<file path="src/rtl/mcu_uart_tx_pkg.sv">
// Shared constants for the MCU UART transmitter slice.
//   - TX_* : 2-bit FSM state encodings (IDLE/START/DATA/STOP)
//   - DEF_CLK_DIV / DEF_FIFO_DEPTH : default baud divider and FIFO size
//   - frame_cycles() : cycles in one 8N1 frame for a given divider
package mcu_uart_tx_pkg;

  localparam logic [1:0] TX_IDLE  = 2'd0;
  localparam logic [1:0] TX_START = 2'd1;
  localparam logic [1:0] TX_DATA  = 2'd2;
  localparam logic [1:0] TX_STOP  = 2'd3;

  // 100 MHz system clock / 115200 baud
  localparam int DEF_CLK_DIV    = 868;
  localparam int DEF_FIFO_DEPTH = 4;

  // One start bit, eight data bits, one stop bit.
  function automatic int frame_cycles(input int clk_div);
    return 10 * clk_div;
  endfunction

endpackage

</file>
<file path="src/rtl/mcu_uart_tx_fifo.sv">
// mcu_sync_fifo: single-clock FIFO, reusable for any byte stream.
// Ports:
//   clk, rst_n   : clock, asynchronous active-low reset
//   push, wdata  : write request and data; ignored while full
//   pop          : read request; ignored while empty
//   rdata        : head entry (combinational read of the head slot)
//   full, empty  : occupancy flags
//   count        : number of stored entries (one bit wider than the pointers)
// Handshake: a push is accepted only when push=1 and full=0 in the same cycle;
// a pop is accepted only when pop=1 and empty=0. A simultaneous pop never
// frees room for a push issued while full.
module mcu_sync_fifo #(
  parameter int WIDTH = 8,
  parameter int DEPTH = 4
) (
  input  logic                     clk,
  input  logic                     rst_n,
  input  logic                     push,
  input  logic [WIDTH-1:0]         wdata,
  input  logic                     pop,
  output logic [WIDTH-1:0]         rdata,
  output logic                     full,
  output logic                     empty,
  output logic [$clog2(DEPTH):0]   count
);

  localparam int AW = $clog2(DEPTH);

  logic [WIDTH-1:0] mem_q [DEPTH];
  logic [WIDTH-1:0] mem_d [DEPTH];
  logic [AW-1:0]    wr_ptr_q, wr_ptr_d;
  logic [AW-1:0]    rd_ptr_q, rd_ptr_d;
  logic [AW:0]      cnt_q, cnt_d;
  logic             do_push, do_pop;

  assign full    = (cnt_q == (AW+1)'(DEPTH));
  assign empty   = (cnt_q == '0);
  assign count   = cnt_q;
  assign rdata   = mem_q[rd_ptr_q];
  assign do_push = push && !full;
  assign do_pop  = pop && !empty;

  always_comb begin
    mem_d    = mem_q;
    wr_ptr_d = wr_ptr_q;
    rd_ptr_d = rd_ptr_q;
    cnt_d    = cnt_q;
    if (do_push) begin
      mem_d[wr_ptr_q] = wdata;
      wr_ptr_d        = wr_ptr_q + 1'b1;  // power-of-two depth: wraps naturally
    end
    if (do_pop) begin
      rd_ptr_d = rd_ptr_q + 1'b1;
    end
    case ({do_push, do_pop})
      2'b10:   cnt_d = cnt_q + 1'b1;
      2'b01:   cnt_d = cnt_q - 1'b1;
      default: cnt_d = cnt_q;
    endcase
  end

  always_ff @(posedge clk or negedge rst_n) begin
    if (!rst_n) begin
      for (int i = 0; i < DEPTH; i++) mem_q[i] <= '0;
      wr_ptr_q <= '0;
      rd_ptr_q <= '0;
      cnt_q    <= '0;
    end else begin
      for (int i = 0; i < DEPTH; i++) mem_q[i] <= mem_d[i];
      wr_ptr_q <= wr_ptr_d;
      rd_ptr_q <= rd_ptr_d;
      cnt_q    <= cnt_d;
    end
  end

endmodule

</file>
<file path="src/rtl/mcu_uart_tx.sv">
// mcu_uart_tx: buffers every MCU OUT_PORT write and serializes it as 8N1 UART
// on TX, LSB first.
// Ports:
//   CLK, RST_N    : clock, asynchronous active-low reset (TX forced high at once)
//   OUT_PORT      : byte written by the MCU, sampled only when OUT_WE=1
//   OUT_WE        : one-cycle write strobe
//   OVF_CLR       : clears the sticky OVF flag (a same-cycle overflow wins)
//   TX            : serial line, registered, idles high
//   BUSY          : 1 while a frame (START..STOP) is in progress
//   FULL, EMPTY   : FIFO occupancy flags
//   OVF           : sticky, a write was dropped because the FIFO was full
//   DBG_STATE     : current FSM state (TX_* encodings)
//   DBG_FIFO_CNT  : current FIFO occupancy
module mcu_uart_tx
  import mcu_uart_tx_pkg::*;
#(
  parameter int CLK_DIV    = DEF_CLK_DIV,
  parameter int FIFO_DEPTH = DEF_FIFO_DEPTH
) (
  input  logic                          CLK,
  input  logic                          RST_N,
  input  logic [7:0]                    OUT_PORT,
  input  logic                          OUT_WE,
  input  logic                          OVF_CLR,
  output logic                          TX,
  output logic                          BUSY,
  output logic                          FULL,
  output logic                          EMPTY,
  output logic                          OVF,
  output logic [1:0]                    DBG_STATE,
  output logic [$clog2(FIFO_DEPTH):0]   DBG_FIFO_CNT
);

  localparam int BW = $clog2(CLK_DIV);

  logic [1:0]    state_q, state_d;
  logic [BW-1:0] baud_q, baud_d;
  logic [7:0]    shift_q, shift_d;
  logic [2:0]    bit_idx_q, bit_idx_d;
  logic          tx_q, tx_d;
  logic          ovf_q, ovf_d;

  logic          fifo_pop;
  logic [7:0]    fifo_rdata;
  logic          fifo_full, fifo_empty;
  logic          baud_end;

  mcu_sync_fifo #(
    .WIDTH (8),
    .DEPTH (FIFO_DEPTH)
  ) u_fifo (
    .clk   (CLK),
    .rst_n (RST_N),
    .push  (OUT_WE),
    .wdata (OUT_PORT),
    .pop   (fifo_pop),
    .rdata (fifo_rdata),
    .full  (fifo_full),
    .empty (fifo_empty),
    .count (DBG_FIFO_CNT)
  );

  // Last cycle of the current bit period.
  assign baud_end = (baud_q == BW'(CLK_DIV - 1));

  always_comb begin
    state_d   = state_q;
    baud_d    = baud_q;
    shift_d   = shift_q;
    bit_idx_d = bit_idx_q;
    tx_d      = tx_q;
    fifo_pop  = 1'b0;

    case (state_q)
      TX_IDLE: begin
        tx_d = 1'b1;
        if (!fifo_empty) begin
          fifo_pop = 1'b1;
          shift_d  = fifo_rdata;
          baud_d   = '0;
          state_d  = TX_START;
          tx_d     = 1'b0;
        end
      end
      TX_START: begin
        if (baud_end) begin
          baud_d    = '0;
          bit_idx_d = '0;
          state_d   = TX_DATA;
          tx_d      = shift_q[0];
        end else begin
          baud_d = baud_q + 1'b1;
        end
      end
      TX_DATA: begin
        if (baud_end) begin
          baud_d  = '0;
          shift_d = shift_q >> 1;
          if (bit_idx_q == 3'd7) begin
            state_d = TX_STOP;
            tx_d    = 1'b1;
          end else begin
            bit_idx_d = bit_idx_q + 1'b1;
            // Next bit is shift_q[1] because the shift happens this same edge.
            tx_d      = shift_q[1];
          end
        end else begin
          baud_d = baud_q + 1'b1;
        end
      end
      TX_STOP: begin
        if (baud_end) begin
          baud_d = '0;
          if (!fifo_empty) begin
            // Chain straight into the next start bit: no idle gap.
            fifo_pop = 1'b1;
            shift_d  = fifo_rdata;
            state_d  = TX_START;
            tx_d     = 1'b0;
          end else begin
            state_d = TX_IDLE;
            tx_d    = 1'b1;
          end
        end else begin
          baud_d = baud_q + 1'b1;
        end
      end
      default: begin
        state_d = TX_IDLE;
        tx_d    = 1'b1;
      end
    endcase
  end

  // Overflow set has priority over clear.
  always_comb begin
    ovf_d = ovf_q;
    if (OUT_WE && fifo_full) begin
      ovf_d = 1'b1;
    end else if (OVF_CLR) begin
      ovf_d = 1'b0;
    end
  end

  always_ff @(posedge CLK or negedge RST_N) begin
    if (!RST_N) begin
      state_q   <= TX_IDLE;
      baud_q    <= '0;
      shift_q   <= '0;
      bit_idx_q <= '0;
      tx_q      <= 1'b1;
      ovf_q     <= 1'b0;
    end else begin
      state_q   <= state_d;
      baud_q    <= baud_d;
      shift_q   <= shift_d;
      bit_idx_q <= bit_idx_d;
      tx_q      <= tx_d;
      ovf_q     <= ovf_d;
    end
  end

  assign TX        = tx_q;
  assign BUSY      = (state_q != TX_IDLE);
  assign FULL      = fifo_full;
  assign EMPTY     = fifo_empty;
  assign OVF       = ovf_q;
  assign DBG_STATE = state_q;

endmodule

</file>
<file path="config.mk">
export PLATFORM = sky130hd
export DESIGN_NAME = mcu_uart_tx
export DESIGN_NICKNAME = d
export VERILOG_FILES = /design/src/rtl/mcu_uart_tx_pkg.sv /design/src/rtl/mcu_uart_tx_fifo.sv /design/src/rtl/mcu_uart_tx.sv
export SDC_FILE = /design/constraint.sdc
export NUM_CORES = 1
export LEC_CHECK = 0
export CAP_MARGIN = 10
export CORE_UTILIZATION = 50
export CTS_CLUSTER_DIAMETER = 200
export DETAILED_ROUTE_END_ITERATION = 16
export PLACE_DENSITY = 0.73
export SYNTH_ARGS = -nofsm -noshare
export SYNTH_HDL_FRONTEND = slang
export SYNTH_SLANG_ARGS = --single-unit
</file>
<file path="constraint.sdc">
create_clock -name CLK -period 6 [get_ports CLK]
set_clock_uncertainty 0.2 [all_clocks]
set_input_delay 0.6 -clock CLK [delete_from_list [all_inputs] [get_ports CLK]]
set_output_delay 0.6 -clock CLK [all_outputs]
set_load 0.005 [all_outputs]
</file>
; ---- Word level (Yosys, flattened, before mapping)
; Cells that the tools add are included.
[word_totals]
ff_bits = 64
inputBits = 12
output_inout_bits = 10
word_cells = 92
[classes]
n_addsub = 6
n_lt_le_gt_ge = 3
eq_ne = 14
n_mux = 36
bitwise_logic = 2
n_reduce_logical = 18
[ops]
columns = operator, count
row1 = $mux W8, 6
row2 = $bwmux W32, 1
row3 = $pmux W8 S3, 1
row4 = $mux W10, 2
row5 = $pmux W10 S2, 1
row6 = $bmux W8 S2, 1
row7 = $demux W8 S2, 1
row8 = $ne A2 B2 Y1 const B, 6
row9 = $pmux W3 S2, 2
row10 = $add A10 B1 Y10 const B, 1
row11 = $eq A10 B10 Y1 const B, 1
row12 = $mux W1, 10
row13 = $mux W2, 5
row14 = $mux W3, 3
row15 = $pmux W2 S4, 1
row16 = $reduce_bool A2 Y1, 4
row17 = $add A3 B1 Y3 const B, 2
row18 = $eq A2 B2 Y1 const B, 3
row19 = $eq A3 B3 Y1 const B, 2
row20 = $ge A3 B3 Y1 const B, 2
row21 = $not A2 Y3, 2
row22 = $reduce_and A3 Y1, 2
row23 = $reduce_and A5 Y1, 1
row24 = $add A2 B1 Y2 const B, 2
row25 = other kinds (12), 17

; ---- Logic depth before layout (Yosys ltp)
; Gate-level depths: netlist of run 1.
[depth]
ltp_word = 7
mapped_depth = 10
ltp_nobuf = 10

; ---- Cells and area by module
; A second synthesis of run 1 with hierarchy kept.
[hier_totals]
cells_unflattened = 248
hier_area_um2 = 3200.6
[by_module_without_submodules]
columns = module, n_inst, cells_per_inst, area_per_inst_um2, seq_area_each_um2
row1 = mcu_sync_fifo, 1, 114, 1784.2, 975.9
row2 = mcu_uart_tx, 1, 134, 1416.4, 626.9

; ---- Worst setup path before layout of run 1
; Ideal clock, no wire load.
[synth_timing]
kind = register to register
startpoint = reg baud_q[2]
endpoint = reg u_fifo.cnt_q[2] (netlist: u_fifo.count[2])
setup_time_ns = 0.079
arrival_time_ns = 2.190
t_required_ns = 5.721
path_slack_ns = 3.530
path_stages_with_launch = 10
path_buffers = 0
period_less_slack_ns = 2.470
cell_sequence = dfrtp_1 nor4b_4 a41oi_1 nor3_1 ha_1 inv_1 fa_1 xor2_1 nor2_1 xor2_1
[synth_between]
elab_chain_len = 6
word_cells_on_any_way = 8
classes_between = eq/ne: 3 / mux: 3 / reduce/logical: 2
[synth_rtl]
columns = element, line_no
row1 = from (decl), mcu_uart_tx.sv:37  ; logic [BW-1:0] baud_q, baud_d;
row2 = from (signal assigned), mcu_uart_tx.sv:155  ; baud_q <= baud_d;
row3 = $eq A10 B10 Y1 *, mcu_uart_tx.sv:64  ; assign baud_end = (baud_q == BW'(CLK_DIV - 1));
row4 = $mux W1 *, mcu_uart_tx.sv:112  ; if (baud_end) begin
row5 = $pmux W1 S2 *, mcu_uart_tx.sv:74  ; case (state_q)
row6 = $logic_and A1 B1 Y1 *, mcu_uart_tx_fifo.sv:41  ; assign do_pop = pop && !empty;
row7 = net u_fifo.do_pop, mcu_uart_tx_fifo.sv:34  ; logic do_push, do_pop;
row8 = $eq A2 B1 Y1 / $eq A2 B2 Y1 (equally long branches), mcu_uart_tx_fifo.sv:55  ; case ({do_push, do_pop})
row9 = $pmux W3 S2 / $reduce_bool A2 Y1 (equally long branches), -
row10 = to (signal assigned), mcu_uart_tx_fifo.sv:72  ; cnt_q <= cnt_d;
row11 = to (decl), mcu_uart_tx_fifo.sv:33  ; logic [AW:0] cnt_q, cnt_d;
; The timed path passes the listed nets; every way through them passes the cells marked *.
; A chain may end at the register's enable or synchronous reset.

; ---- Worst setup path in the final report of run 1
[layout_timing]
startpoint = reg u_fifo.cnt_q[0] (netlist: u_fifo.count[0])
endpoint = out EMPTY
[layout_between]
elab_chain_len = 1
[layout_rtl]
columns = element, line_no
row1 = $logic_not A3 Y1, mcu_uart_tx_fifo.sv:37  ; assign empty = (cnt_q == '0);
row2 = to (decl), mcu_uart_tx.sv:28  ; output logic EMPTY,
; No other way between the ends.

==> impl_metrics.json, run 1 <==
{
  "status": "completed",
  "grt_setup_unrepaired": "false",
  "finalMaxSlewViolations": 0,
  "end_kind": "output pin",
  "cts_tree": "yes",
  "timing.slew.headroom_pct": 46.38,
  "finalSetupTns_ps": 0,
  "wl_per_cell_um": 15.54,
  "grt_max_degree": 65,
  "drt_first_pass_iters": 4,
  "yosysUniqueCellTypes": 42,
  "via_count": 2070,
  "ios": 22,
  "clk_latency_ps": 340,
  "postCtsHoldBufs": 0,
  "ys_async_sr_fraction_pct": 100.0,
  "hp-class": "in -> async",
  "clock.fmax_ghz": 0.3520,
  "crit_required_ps": 5200,
  "synth_warnings": 0,
  "peakVddDrop_mv": 0.2784,
  "ff2ff_path_depth": 5,
  "drt-initial-drc-count": 107,
  "p_leak_nw": 1.645,
  "synth_fp_nets": 289,
  "hold_viol_final": 0,
  "core_area_um2": 6096,
  "cts_buffers": 9,
  "ys_top_cells_by_area": "dfrtp_1 49%, mux2_2 12%, mux4_2 5.6%, ha_1 5.0%, nand2_1 4.5%",
  "grt-ovfl-total": 0,
  "finalWirelength_um": 5767,
  "diodes": 0,
  "drive_gt1_share_pct": 25.68,
  "vias_per_cell": 5.580,
  "portBuffers": 21,
  "cts_resized": 0,
  "final_core_utilization_pct": 61.02,
  "synth_area_per_cell_um2": 12.30,
  "fin_nets": 317,
  "antenna_found_initial": 0,
  "num_rows": 28,
  "r2r_slack_ps": 3260,
  "worst_pin_slew_ps": 804.3,
  "timing.rr.start": "DBG_STATE[0]$_DFFE_PN0P_",
  "place_congestion": 0.7789,
  "yosysSeqAreaShare_pct": 49.56,
  "drv_cap": 0,
  "die_area_um2": 6795,
  "h-tree-depth": 3,
  "syn_to_final_growth_pct": 15.01,
  "synth_cells": 263,
  "drc": 0,
  "post-dp-hpwl_um": 3944,
  "period_minus_slack_ps": 2841,
  "synth_seq_cells": 64,
  "cp-start-kind": "flop",
  "path_class": "reg -> out",
  "yosysTopAreaCell": "dfrtp_1",
  "cts_max_path_buffers": 2,
  "synth_top_area_share_pct": 48.74,
  "timing.final.crit_share_pct": 47.35,
  "track_usage_pct": 20.00,
  "cts_sinks": 64,
  "die_w_um": 82.43,
  "postRouteAntennaNets": 0,
  "start_util_pct": 53.06,
  "synth_ff_type": "dfrtp_1",
  "netlist_area_um2": 3234,
  "post-cts-setup-buffers": 0,
  "die_y_um": 82.43,
  "setup_viol": 0,
  "clkTransAtPathRegs_ps": 70,
  "cts_root_buf": "clkbuf_8",
  "grt_pass1_vias": 2083,
  "grt_pass1_wl_um": 9887,
  "synth-edff-count": 0,
  "crit_arrival_ps": 2040,
  "crit_fanout": 7,
  "reg2reg_to": "shift_q[6]$_DFFE_PN0P_",
  "p_per_area_nw_per_um2": 545.2
}
## through the flow
| step | instances | worst slack (ps) | cell area, um2 | hold WS, ps | power [mW] |
|---|---|---|---|---|---|
| 2_1_floorplan | 263 | 3530 | 3234 | 104.4 | 1.444 |
| 3_3_place_gp | 355 | 3323 | 3513 | 282.9 | 1.626 |
| 3_5_place_dp | 355 | 3272 | 3513 | 288.9 | 1.664 |
| 4_1_cts | 371 | 3086 | 3720 | 258.1 | 2.046 |
| 5_1_grt | 371 | 3042 | 3720 | 304.6 | 2.179 |
| 6_report | 371 | 3159 | 3720 | 213.3 | 2.028 |
## routing by layer
layer,vias to the layer above,wire [um],part of all wire (%),track usage [%]
met5,-,0,0,0
li1,985,-,-,-
met4,0,44,0.76,6.316
met2,47,2775,48,32.31
met3,4,229,4.0,5.934
met1,1034,2718,47,25.87
## cells in the mapped netlist, types with 3 or more instances
master / count
nor2_1: 14
o21ai_0: 9
xnor2_1: 8
ha_1: 13
mux2_2: 34
mux2_4: 7
nand2_1: 39
mux4_2: 8
dfrtp_1: 63
inv_1: 12
xor2_1: 5
nor3_1: 7
clkbuf_1: 3
a22o_1: 4
## layout make-up
type	instances	area (um2)
Clock inverter	6	68.82
Tap cell	75	93.84
Fill cell	499	2376
Sequential cell	64	1603
Inverter	13	48.80
Clock buffer	10	137.6
Timing Repair Buffer	22	212.7
Multi-Input combinational cell	181	1555
## cells by family (layout without fill, tap and decap cells)
kind of cell | Yosys count | in the layout | synth area share [%]
and+or+nand+nor | 81 | 81 | 12.88
muxes | 51 | 51 | 21.28
xor gates and xnor gates | 13 | 13 | 3.520
adders and majority gates | 14 | 14 | 5.648
AOI/OAI and AO/OA | 22 | 22 | 4.758
DFF | 64 | 64 | 49.56
buffers and inverters | 18 | 51 | 2.359
## critical path, cell delays in order (launching register included)
cell and delay (ps):
dfrtp_1 470, nor3_1 610, clkdlybuf4s50_1 630
## registers in the layout (all words and copies together), names as in the netlist
signal	flops
DBG_STATE	2
bit_idx_q	3
u_fifo.mem_q	32
u_fifo.count	3
u_fifo.rd_ptr_q	2
u_fifo.wr_ptr_q	2
TX	1
OVF	1
baud_q	10
shift_q	8
## worst max path at each step
| stage | from | endpoint |
|---|---|---|
| finish | u_fifo.count[0]$_DFFE_PN0P_ | EMPTY |
| CTS | u_fifo.count[0]$_DFFE_PN0P_ | EMPTY |
| floorplan | baud_q[2]$_DFFE_PN0P_ | u_fifo.count[2]$_DFFE_PN0P_ |
| global placement | baud_q[2]$_DFFE_PN0P_ | u_fifo.count[2]$_DFFE_PN0P_ |
| global route | DBG_STATE[0]$_DFFE_PN0P_ | shift_q[3]$_DFFE_PN0P_ |
| detailed placement | baud_q[3]$_DFFE_PN0P_ | u_fifo.count[2]$_DFFE_PN0P_ |
## layout by cell type, fill, tap and decap left out, drive strengths merged, types with 7 or more instances in the layout
cell type       n
ha             13
clkdlybuf4s50  20
clkbuf         10
nand2          39
o21ai           9
mux2           41
mux4            8
nor3            7
dfrtp          63
xnor2           8
nor2           14
inv            12
## where the power goes
group | total (mW) | switching, mW | internal [mW] | leakage (nW)
Clock | 0.377 | 0.173 | 0.204 | 0.0907
Sequential | 0.788 | 0.160 | 0.628 | 0.786
Combinational | 0.863 | 0.359 | 0.504 | 0.768
Power figures use the tool's default switching activity.
==> inputs of run 2 (changes only) <==
Settings changed: PLACE_DENSITY 0.73 to 0.76.
Clock period 6 ns to 2.55 ns, I/O delays scaled along.
==> run 2 against run 1 <==
  * Register-to-register slack got worse by 3200 ps
  * Die area did not move
  * Cell area rose by 4.7%
  * Sequential share of layout area fell by 1.9 points
  * Routed wire length rose by 9.4%
  * Combinational power rose to 2.7 times the previous value
  * Via count rose by 3.2%
  * Sequential cell count did not move
  * Critical path type is now reg -> reg
  * Critical path depth rose by 7
==> impl_metrics.json, run 2 (synthesis gave the netlist of run 1 again) <==
{
  "status": "completed",
  "post-dp-hpwl_um": 4298,
  "drive_gt1_share_pct": 32.49,
  "wl_met3_um": 210,
  "postRouteAntennaNets": 0,
  "h-tree-depth": 3,
  "clkTransAtPathRegs_ps": 80,
  "reg_top3": "u_fifo.mem_q: 32 flops, baud_q: 10 flops, shift_q: 8 flops",
  "fin_nets": 338,
  "drt_first_pass_iters": 5,
  "final_cells": 392,
  "wl_met2_um": 3085,
  "place_inst": 373,
  "drc": 0,
  "cp-start-kind": "flop",
  "fin_hold_ws_ps": 303.9,
  "track_usage_pct": 21.59,
  "crit_arrival_ps": 2520,
  "top_register": "u_fifo.mem_q",
  "fin_area_um2": 3896,
  "timing.slew.headroom_pct": 46.27,
  "cts_root_buf": "clkbuf_8",
  "grt_pass1_vias": 2150,
  "p_leak_nw": 1.758,
  "ios": 22,
  "cts_tree": "yes",
  "cts_buffers": 9,
  "clock.fmax_ghz": 0.4081,
  "vias_per_cell": 5.449,
  "antenna_found_initial": 0,
  "diodes": 0,
  "cts_sinks": 64,
  "num_rows": 28,
  "via_count": 2136,
  "die_area_um2": 6795,
  "cts_max_path_buffers": 2,
  "syn_to_final_growth_pct": 20.46,
  "finalMaxSlewViolations": 0,
  "period_minus_slack_ps": 2451,
  "core_area_um2": 6096,
  "wl_met1_um": 2959,
  "fillerInstances": 473,
  "timing.final.crit_share_pct": 96.11,
  "grt_pass1_wl_um": 10420,
  "layout.cells.most_common_list": "62 x dfrtp_1, 39 x nand2_1, 34 x mux2_2, 21 x buf_4, 20 x clkdlybuf4s50_1",
  "p_per_area_nw_per_um2": 1294,
  "clk_latency_ps": 350,
  "worst_pin_slew_ps": 806.0,
  "portBuffers": 21,
  "wl_per_cell_um": 16.10,
  "crit_required_ps": 2620,
  "setup_viol": 0,
  "largest_register_ffs": 32,
  "p_total_mw": 5.042,
  "drv_cap": 0,
  "peakVddDrop_mv": 0.6707,
  "finalWirelength_um": 6311,
  "hp-class": "reg -> reg",
  "start_util_pct": 53.06,
  "dpl_cell_area_um2": 3649,
  "path_class": "reg -> reg",
  "grt_max_degree": 65,
  "final_common_cell": "dfrtp_1",
  "crit_fanout": 2,
  "die_w_um": 82.43,
  "drt-initial-drc-count": 132,
  "hold_viol_final": 0,
  "end_kind": "flop",
  "place_congestion": 0.9084,
  "grt-ovfl-total": 0,
  "maxUsedRoutingLayer": "met4",
  "die_y_um": 82.43
}
-- run 2: critical path, cell delays in order (launching register included) --
cell and delay [ps]:
dfrtp_1 410, nor4b_4 330, a41oi_2 190, nor3_2 230
ha_2 210, inv_1 50, fa_2 340, xor2_1 150
nor2_1 120, xor2_1 150
-- run 2: path summary, 6_finish.rpt --
kind	slack [ps]	startpoint	depth (start not counted)	endpoint
setup / recovery	100	baud_q[3]$_DFFE_PN0P_	9	u_fifo.count[2]$_DFFE_PN0P_
min in group asynchronous	410	RST_N	3	bit_idx_q[2]$_DFFE_PN0P_
setup reg to reg	100	baud_q[3]$_DFFE_PN0P_	9	u_fifo.count[2]$_DFFE_PN0P_
max in group asynchronous	1170	RST_N	3	baud_q[7]$_DFFE_PN0P_
hold / removal	300	baud_q[1]$_DFFE_PN0P_	2	baud_q[1]$_DFFE_PN0P_
hold reg to reg	300	baud_q[1]$_DFFE_PN0P_	2	baud_q[1]$_DFFE_PN0P_
-- run 2: power breakdown --
group	internal, mW	leakage [nW]	switching [mW]
logic	1.36	0.870	0.992
clock network	0.461	0.104	0.428
registers	1.48	0.784	0.320
-- run 2: routing by layer --
metal	global-route usage [%]	vias up
met2	33.88	31
met3	6.923	8
li1	-	1025
met4	6.316	0
met5	0	-
met1	28.67	1072
-- run 2: layout make-up --
cell class	instances	area (um2)	area share, %
clock buffers	9	123.9	3.179
inverters	13	48.80	1.252
flip-flops and latches	64	1604	41.17
well taps	75	93.84	2.408
repair buffers	43	372.9	9.570
clock inverters	7	78.83	2.023
multi-input cells	181	1574	40.40
-- run 2: stage by stage --
stage | setup TNS (ps) | setup WS, ps | util (%)
2_1_floorplan | 0 | 80.36 | -
3_5_place_dp | 0 | 59.62 | 59.85
6_report | 0 | 99.32 | 63.92
3_3_place_gp | 0 | 147.7 | 59.85
4_1_cts | 0 | 20.16 | 63.34
5_1_grt | -5.732 | -5.732 | 63.92
-- run 2: repair_timing --
item                                   in CTS  in global routing
resized for setup                           0                  7
setup endpoints to repair                   0                  1
endpoints found under the hold margin      63                  0
buffers inserted                            0                  2
hold buffers                                1                  0
==> inputs of run 3 (changes only) <==
--- a/config.mk
+++ b/config.mk
@@ -7,4 +7,5 @@
 export LEC_CHECK = 0
 export CAP_MARGIN = 10
+export CORE_MARGIN = 2
 export CORE_UTILIZATION = 50
 export CTS_CLUSTER_DIAMETER = 200
==> constraint.sdc (replaced) <==
create_clock -name CLK -period 2.55 [get_ports CLK]
set_clock_uncertainty 0.2 [all_clocks]
set_input_delay 0.51 -clock CLK [delete_from_list [all_inputs] [get_ports CLK]]
set_output_delay 0.51 -clock CLK [all_outputs]
set_load 0.005 [all_outputs]
==> run 3 against run 2 <==
  * First-iteration DRC count down 36%
  * Largest cell class unchanged
  * Power grew 4.5%
  * Fmax shrank 0.78%
  * Global-route usage decreased by 2.4 points
  * Worst setup slack lost 19 ps
  * Clock power grew 24%
  * Sequential share of layout area shrank 0.78 points
==> impl_metrics.json, run 3 (synthesis gave the netlist of run 1 again) <==
{
  "cts_tree": "yes",
  "wl_per_cell_um": 15.49,
  "top_register": "u_fifo.mem_q",
  "peakVddDrop_mv": 0.7783,
  "die_w_um": 84.43,
  "period_minus_slack_ps": 2470,
  "layout.cells.most_common_list": "63 x dfrtp_1, 39 x nand2_1, 34 x mux2_2, 21 x buf_4, 20 x clkdlybuf4s50_1",
  "cts_root_buf": "clkbuf_8",
  "drv_cap": 0,
  "reg_top3": "u_fifo.mem_q: 32 flops, baud_q: 10 flops, shift_q: 8 flops",
  "cts_sinks": 64,
  "core_area_um2": 6314,
  "grt-busiest-layer": "met2",
  "crit_required_ps": 2620,
  "post-dp-hpwl_um": 4221,
  "die_area_um2": 7128,
  "grtUsageMet2_pct": 29.73,
  "clock.fmax_ghz": 0.4049,
  "cts_buffers": 9,
  "grt_max_degree": 65,
  "start_util_pct": 51.23,
  "worst_pin_slew_ps": 555.2,
  "antenna_found_initial": 0,
  "clkTransAtPathRegs_ps": 80,
  "die_y_um": 84.43,
  "grt_pass1_wl_um": 10580,
  "h-tree-depth": 3,
  "via_count": 2138,
  "drt_first_pass_iters": 4,
  "end_kind": "flop",
  "path_class": "reg -> reg",
  "p_per_area_nw_per_um2": 1328,
  "grt_use_met3_pct": 3.245,
  "final_common_cell": "dfrtp_1",
  "drt-initial-drc-count": 85,
  "cts_max_path_buffers": 2,
  "portBuffers": 21,
  "vias_per_cell": 5.413,
  "status": "completed",
  "crit_arrival_ps": 2540,
  "syn_to_final_growth_pct": 22.71,
  "p_leak_nw": 1.789,
  "hold_viol_final": 0,
  "final_core_utilization_pct": 62.86,
  "clk_latency_ps": 350,
  "drive_gt1_share_pct": 33.02,
  "p_total_mw": 5.272,
  "cp-start-kind": "flop",
  "finalWirelength_um": 6118,
  "num_rows": 29,
  "largest_register_ffs": 32,
  "finalMaxSlewViolations": 0,
  "grt-ovfl-total": 0,
  "grt_use_met1_pct": 26.37,
  "fin_nets": 339,
  "drc": 0,
  "timing.final.crit_share_pct": 96.86,
  "track_usage_pct": 19.19,
  "postRouteAntennaNets": 0,
  "setup_viol": 0,
  "crit_fanout": 6,
  "hp-class": "reg -> reg",
  "place_congestion": 0.8086,
  "grt_pass1_vias": 2190,
  "grt_setup_unrepaired": "true",
  "timing.slew.headroom_pct": 62.85,
  "diodes": 0,
  "ios": 22
}
run 3: path summary, 6_finish.rpt:
| check | startpoint | endpoint | slack (ps) | cells after the start |
|---|---|---|---|---|
| setup / recovery | DBG_STATE[1]$_DFFE_PN0P_ | u_fifo.count[2]$_DFFE_PN0P_ | 80 | 9 |
| hold / removal | u_fifo.mem_q[12]$_DFFE_PN0P_ | u_fifo.mem_q[12]$_DFFE_PN0P_ | 310 | 1 |
| setup reg to reg | DBG_STATE[1]$_DFFE_PN0P_ | u_fifo.count[2]$_DFFE_PN0P_ | 80 | 9 |
| hold reg to reg | u_fifo.mem_q[12]$_DFFE_PN0P_ | u_fifo.mem_q[12]$_DFFE_PN0P_ | 310 | 1 |
| max in group asynchronous | RST_N | TX$_DFFE_PN1P_ | 1330 | 3 |
| min in group asynchronous | RST_N | DBG_STATE[0]$_DFFE_PN0P_ | 480 | 3 |
run 3: repair_timing:
item / in CTS / in global routing
pin swaps: 0 / 7
endpoints found under the hold margin: 63 / 0
setup endpoints to repair: 1 / 1
buffers inserted: 0 / 2
hold buffers: 1 / 0
resized for setup: 1 / 7
run 3: stage by stage:
step	instance area [um2]	setup TNS (ps)	cells	hold slack (ps)	setup WS [ps]
after floorplan	3234	0	263	14.41	80.36
after global placement	3671	0	376	277.8	98.64
after detailed placement	3671	0	376	287.1	19.81
after CTS	3935	0	393	306.0	79.13
after global routing	3969	-44.76	395	323.4	-44.76
final	3969	0	395	306.2	80.12
run 3: cell type report:
class,instances,area (um2)
Clock buffer,9,123.9
Clock inverter,7,125.1
Fill cell,491,2345
Inverter,13,48.80
Multi-Input combinational cell,181,1579
Sequential cell,64,1603
Tap cell,77,96.34
Timing Repair Buffer,44,392.9
run 3: routing by layer:
| metal | share of wire, % | vias to the layer above |
|---|---|---|
| li1 | - | 1029 |
| met1 | 47 | 1064 |
| met2 | 48 | 31 |
| met3 | 2.8 | 14 |
| met4 | 2.6 | 0 |
| met5 | 0 | - |
run 3: worst max-delay path, cell delays in order, from the launching register on:
cell	delay [ps]
dfrtp_1	440
inv_1	140
ha_2	300
nor3_2	280
ha_2	250
inv_2	40
fa_2	330
xor2_1	140
nor2_1	130
xor2_1	140
run 3: power breakdown:
part | leakage, nW | total (mW) | internal, mW | switching, mW
registers | 0.786 | 1.75 | 1.48 | 0.272
clock network | 0.125 | 1.10 | 0.663 | 0.439
logic | 0.878 | 2.42 | 1.37 | 1.05
total | 1.79 | 5.27 | 3.51 | 1.76
==> RTL change 1 (config.mk and constraints of run 2) <==
Set the package constant `DEF_FIFO_DEPTH` to 8 (it was 4).
--- a/src/rtl/mcu_uart_tx_pkg.sv
+++ b/src/rtl/mcu_uart_tx_pkg.sv
@@ -12,5 +12,5 @@
   // 100 MHz system clock / 115200 baud
   localparam int DEF_CLK_DIV    = 868;
-  localparam int DEF_FIFO_DEPTH = 4;
+  localparam int DEF_FIFO_DEPTH = 8;
 
   // One start bit, eight data bits, one stop bit.
Interface: changed (resized DBG_FIFO_CNT); port bits go from 22 to 23. No check against the original RTL was run, so the function may have changed too.
==> RTL change 1 against run 2 <==
Via count increased by 43%. Maximum frequency down 1.1%. Combinational power rose by 42%. Core utilization fell by 3.1 points. Synthesized cell count grew 38%. Final area is 46% higher. Synthesized area up 51%. Clock power up 14%. Power up 43%. Non-clock buffer count increased by 5. Setup slack worse by 0.027 ns. Wire length rose by 51%. Sequential cell count grew 35. Largest cell class unchanged.
==> RTL change 1: results (changes against run 2) <==
| Metric | Value |
|---|---|
| Signal buffers | 48 (+12%) |
| Post-detail-place hpwl | 6.57 mm (+53%) |
| Timing startpoint of the critical path | u_fifo.count[2]$_DFFE_PN0P_ |
| Seq/Total Area, Yosys | 0.508 (+0.0124) |
| Top cells by area, synth | dfrtp_1, mux2_2, mux4_2, ha_1, xnor2_1 |
| CP delay by family, top | buffers and inverters |
| Via count | 3,051 (+43%) |
| Commonest cells in the netlist | dfrtp_1, mux2_2, nand2_1 |
| Reg-to-Reg End | u_fifo.count[3]$_DFFE_PN0P_ |
| DR pass1 iterations | 4 (-1) |
| Power share of the combinational group | 0.466 (about the same) |
| Seq. cell area | 2480 um2 (+55%) |
| Row cnt | 35 (+25%) |
| Pleak | 2.41 nW (+37%) |
| Worst R2R Start | baud_q[0]$_DFFE_PN0P_ |
| Multi-input combinational area share | 0.411 (+0.00741) |
| Status | finished clean |
| First-pass GRT wire length | 15.9 mm (+53%) |
| Layout Utilization | 0.608 (-0.0314) |
| Relative slew slack | 0.592 (+0.130) |
| Comb_multi_in | 233 (+29%) |
| Clock buf/inv share | 0.0331 (-0.0189) |
| CP Capture Point | EMPTY |
| Layout cells sized above 1 | 0.364 (+0.0394) |
| Nets@finish | 431 (+28%) |
| Largest regs | u_fifo.mem_q x64, baud_q x10, shift_q x8 |
| Hold/Removal Path Class | in -> async |
| CP max stage cell | clkdlybuf4s50_1 |
| Inverters | 15 (+2) |
| VDD IR max | 0.000696 V (+3.7%) |
| Filler Cell Count | 744 (+57%) |
| CP arrival | 2.02 ns (-0.50 ns) |
| Overall routing resource usage | 0.209 (-0.00700) |
| RePlAce Congestion | 0.803 (-12%) |
-- RTL change 1: worst min path at each step --
stage | start | endpoint | cells after the start
after floorplan | RST_N | DBG_STATE[0]$_DFFE_PN0P_ | 0
after global placement | RST_N | baud_q[5]$_DFFE_PN0P_ | 1
after detailed placement | RST_N | baud_q[5]$_DFFE_PN0P_ | 1
after CTS | RST_N | DBG_STATE[0]$_DFFE_PN0P_ | 2
after global routing | RST_N | DBG_STATE[0]$_DFFE_PN0P_ | 2
final | RST_N | baud_q[5]$_DFFE_PN0P_ | 2
-- RTL change 1: routing by layer --
layer	GRT usage	share of wire	vias to the layer above
met2	0.339	0.50	40
met5	0	0	-
met1	0.282	0.46	1578
met4	0.0691	0.013	0
met3	0.0444	0.028	12
li1	-	-	1421
-- RTL change 1: cell families (layout without fill, tap and decap cells) --
group	after synthesis	count (layout)	synth area share
AOI/OAI and AO/OA	45	45	0.0669
muxes	93	93	0.251
adders and majority gates	13	13	0.0333
xor gates and xnor gates	16	16	0.0287
DFF	99	99	0.508
buffers and inverters	30	77	0.0244
and+or+nand+nor	66	66	0.0882
-- RTL change 1: repair_timing --
item | 4_1_cts | 5_1_grt
setup buffers | 0 | 2
gates resized for setup | 0 | 3
hold endpoints to repair | 29 | 0
endpoints found under the setup margin | 0 | 2
hold buffers | 1 | 0
-- RTL change 1: metrics by stage --
step	setup slack, ns	power [mW]	instances	setup TNS, ns	hold WS (ns)
3_5_place_dp	0.0559	6.17	521	0	0.0320
3_3_place_gp	0.127	6.01	521	0	0.0297
2_1_floorplan	0.0271	5.16	362	0	-0.241
5_1_grt	-0.0668	7.66	538	-0.160	0.210
4_1_cts	0.0330	7.18	536	0	0.173
6_report	0.0721	7.20	538	0	0.175
==> RTL change 2 (flow settings as in run 2) <==
Without the edit above. Make the reset (`RST_N` and `rst_n`) synchronous in 2 clocked blocks. Comments in the files are not updated.
--- a/src/rtl/mcu_uart_tx_fifo.sv
+++ b/src/rtl/mcu_uart_tx_fifo.sv
@@ -60,5 +60,5 @@
   end
 
-  always_ff @(posedge clk or negedge rst_n) begin
+  always_ff @(posedge clk) begin
     if (!rst_n) begin
       for (int i = 0; i < DEPTH; i++) mem_q[i] <= '0;
--- a/src/rtl/mcu_uart_tx.sv
+++ b/src/rtl/mcu_uart_tx.sv
@@ -143,5 +143,5 @@
   end
 
-  always_ff @(posedge CLK or negedge RST_N) begin
+  always_ff @(posedge CLK) begin
     if (!RST_N) begin
       state_q   <= TX_IDLE;
Behaviour: differs if RST_N is asserted again (counterexample within 4 cycles, from zero or initial values and one cycle with RST_N low); with RST_N held inactive, the same outputs for 10 cycles.
==> RTL change 2 against run 2 <==
Final area increased by 0.61%. Largest power group unchanged. Die area increased by 0.72%. Synthesized area is 0.74% higher. Count of clock-buffer cells in the layout up 1. Sequential share of layout area decreased by 8.4 points. Power fell by 17%. Setup slack lost 0.052 ns. Sequential cell count did not move. Critical endpoint is now u_fifo.count[2]$_SDFFE_PN0P_. Hold slack worse by 0.031 ns. Wire length grew 6.4%. Synthesized cell count increased by 22%.
==> RTL change 2: results (changes against run 2) <==
| Metric | Value |
|---|---|
| Status | finished clean |
| Syn Nets | 347 (+20%) |
| DIE WIDTH | 82.7 um (+0.36%) |
| Post-Place Cells | 429 (+15%) |
| Nets@finish | 390 (+15%) |
| Seq/Total Area, Yosys | 0.393 (-0.102) |
| DR pass1 iterations | 4 (-1) |
| Overall routing resource usage | 0.214 (-0.00157) |
| Min-delay src | bit_idx_q[2]$_SDFFE_PN0P_ |
| VDD IR max | 0.000500 V (-25%) |
| Layout cells sized above 1 | 0.204 (-0.121) |
| Commonest cells in the netlist | dfxtp_1, nor2_1, mux2i_1 |
| Syn_area_per_cell | 10.1 um2 (-17%) |
| Relative slew slack | 0.496 (+0.0334) |
| Routed WL | 6.72 mm (+6.4%) |
| Via count | 2,479 (+16%) |
| CP max stage cell | fa_1 |
| Worst R2R Start | baud_q[1]$_SDFFE_PN0P_ |
| Timing startpoint of the critical path | baud_q[1]$_SDFFE_PN0P_ |
| RePlAce Congestion | 0.894 (-1.6%) |
| Wire length per cell | 15.1 um (-6.3%) |
| First-pass GRT wire length | 10.7 mm (+2.9%) |
| Switching Share | 0.375 (+0.0301) |
| Fin crit share | 0.982 (+0.0205) |
| Sequential Power Share | 0.310 (-0.047) |
| Post-CTS setup buffer count | 1 (+1) |
| Clk pwr | 0.869 mW (-2.2%) |
| Detailed Route Iter0 Violations | 129 (-2.3%) |
-- RTL change 2: cell types whose count changed after synthesis, sizes merged, moves of 5 or more --
cell	run 2	this run
dfrtp	63	0
dfxtp	0	64
nand3	3	8
a21oi	1	19
mux2i	2	34
clkbuf	3	8
nand2	39	25
mux2	41	0
a311oi	0	8
buf	2	8
nor2	14	49
-- RTL change 2: path summary, 6_finish.rpt --
check                                      end  slack (ns)  cells past startpoint
hold / removal       bit_idx_q[2]$_SDFFE_PN0P_        0.27                      2
setup reg to reg  u_fifo.count[2]$_SDFFE_PN0P_        0.05                     10
setup / recovery  u_fifo.count[2]$_SDFFE_PN0P_        0.05                     10
hold reg to reg      bit_idx_q[2]$_SDFFE_PN0P_        0.27                      2
-- RTL change 2: layer usage --
metal,routed length (um),global-route usage
met3,244,0.0659
met2,3160,0.341
met4,65,0.0621
met5,0,0
met1,3250,0.279
-- RTL change 2: kinds of logic after synthesis --
| group | after synthesis | share of synthesized area |
|---|---|---|
| buf+inv | 29 | 0.0507 |
| compound gates | 47 | 0.113 |
| xor+xnor | 10 | 0.0269 |
| simple gates | 115 | 0.194 |
| flops | 64 | 0.393 |
| fa+ha+maj | 14 | 0.0561 |
| mux | 42 | 0.166 |
-- RTL change 2: cell type report --
type                       instances  area [um2]
tap                               77        96.3
clock buffer                      10         138
sequential                        64        1280
clock inverter                     5        57.6
fill                             534        2390
multi-input combinational        228        1870
inverter                          13        48.8
timing repair buffer              48         425
-- RTL change 2: metrics by stage --
step	hold WS, ns	setup TNS (ns)	power [mW]
after global placement	0.244	0	3.22
after global routing	0.294	-0.0658	4.46
after CTS	0.272	0	4.14
after detailed placement	0.257	0	3.26
after floorplan	0.199	0	2.72
final	0.273	0	4.18
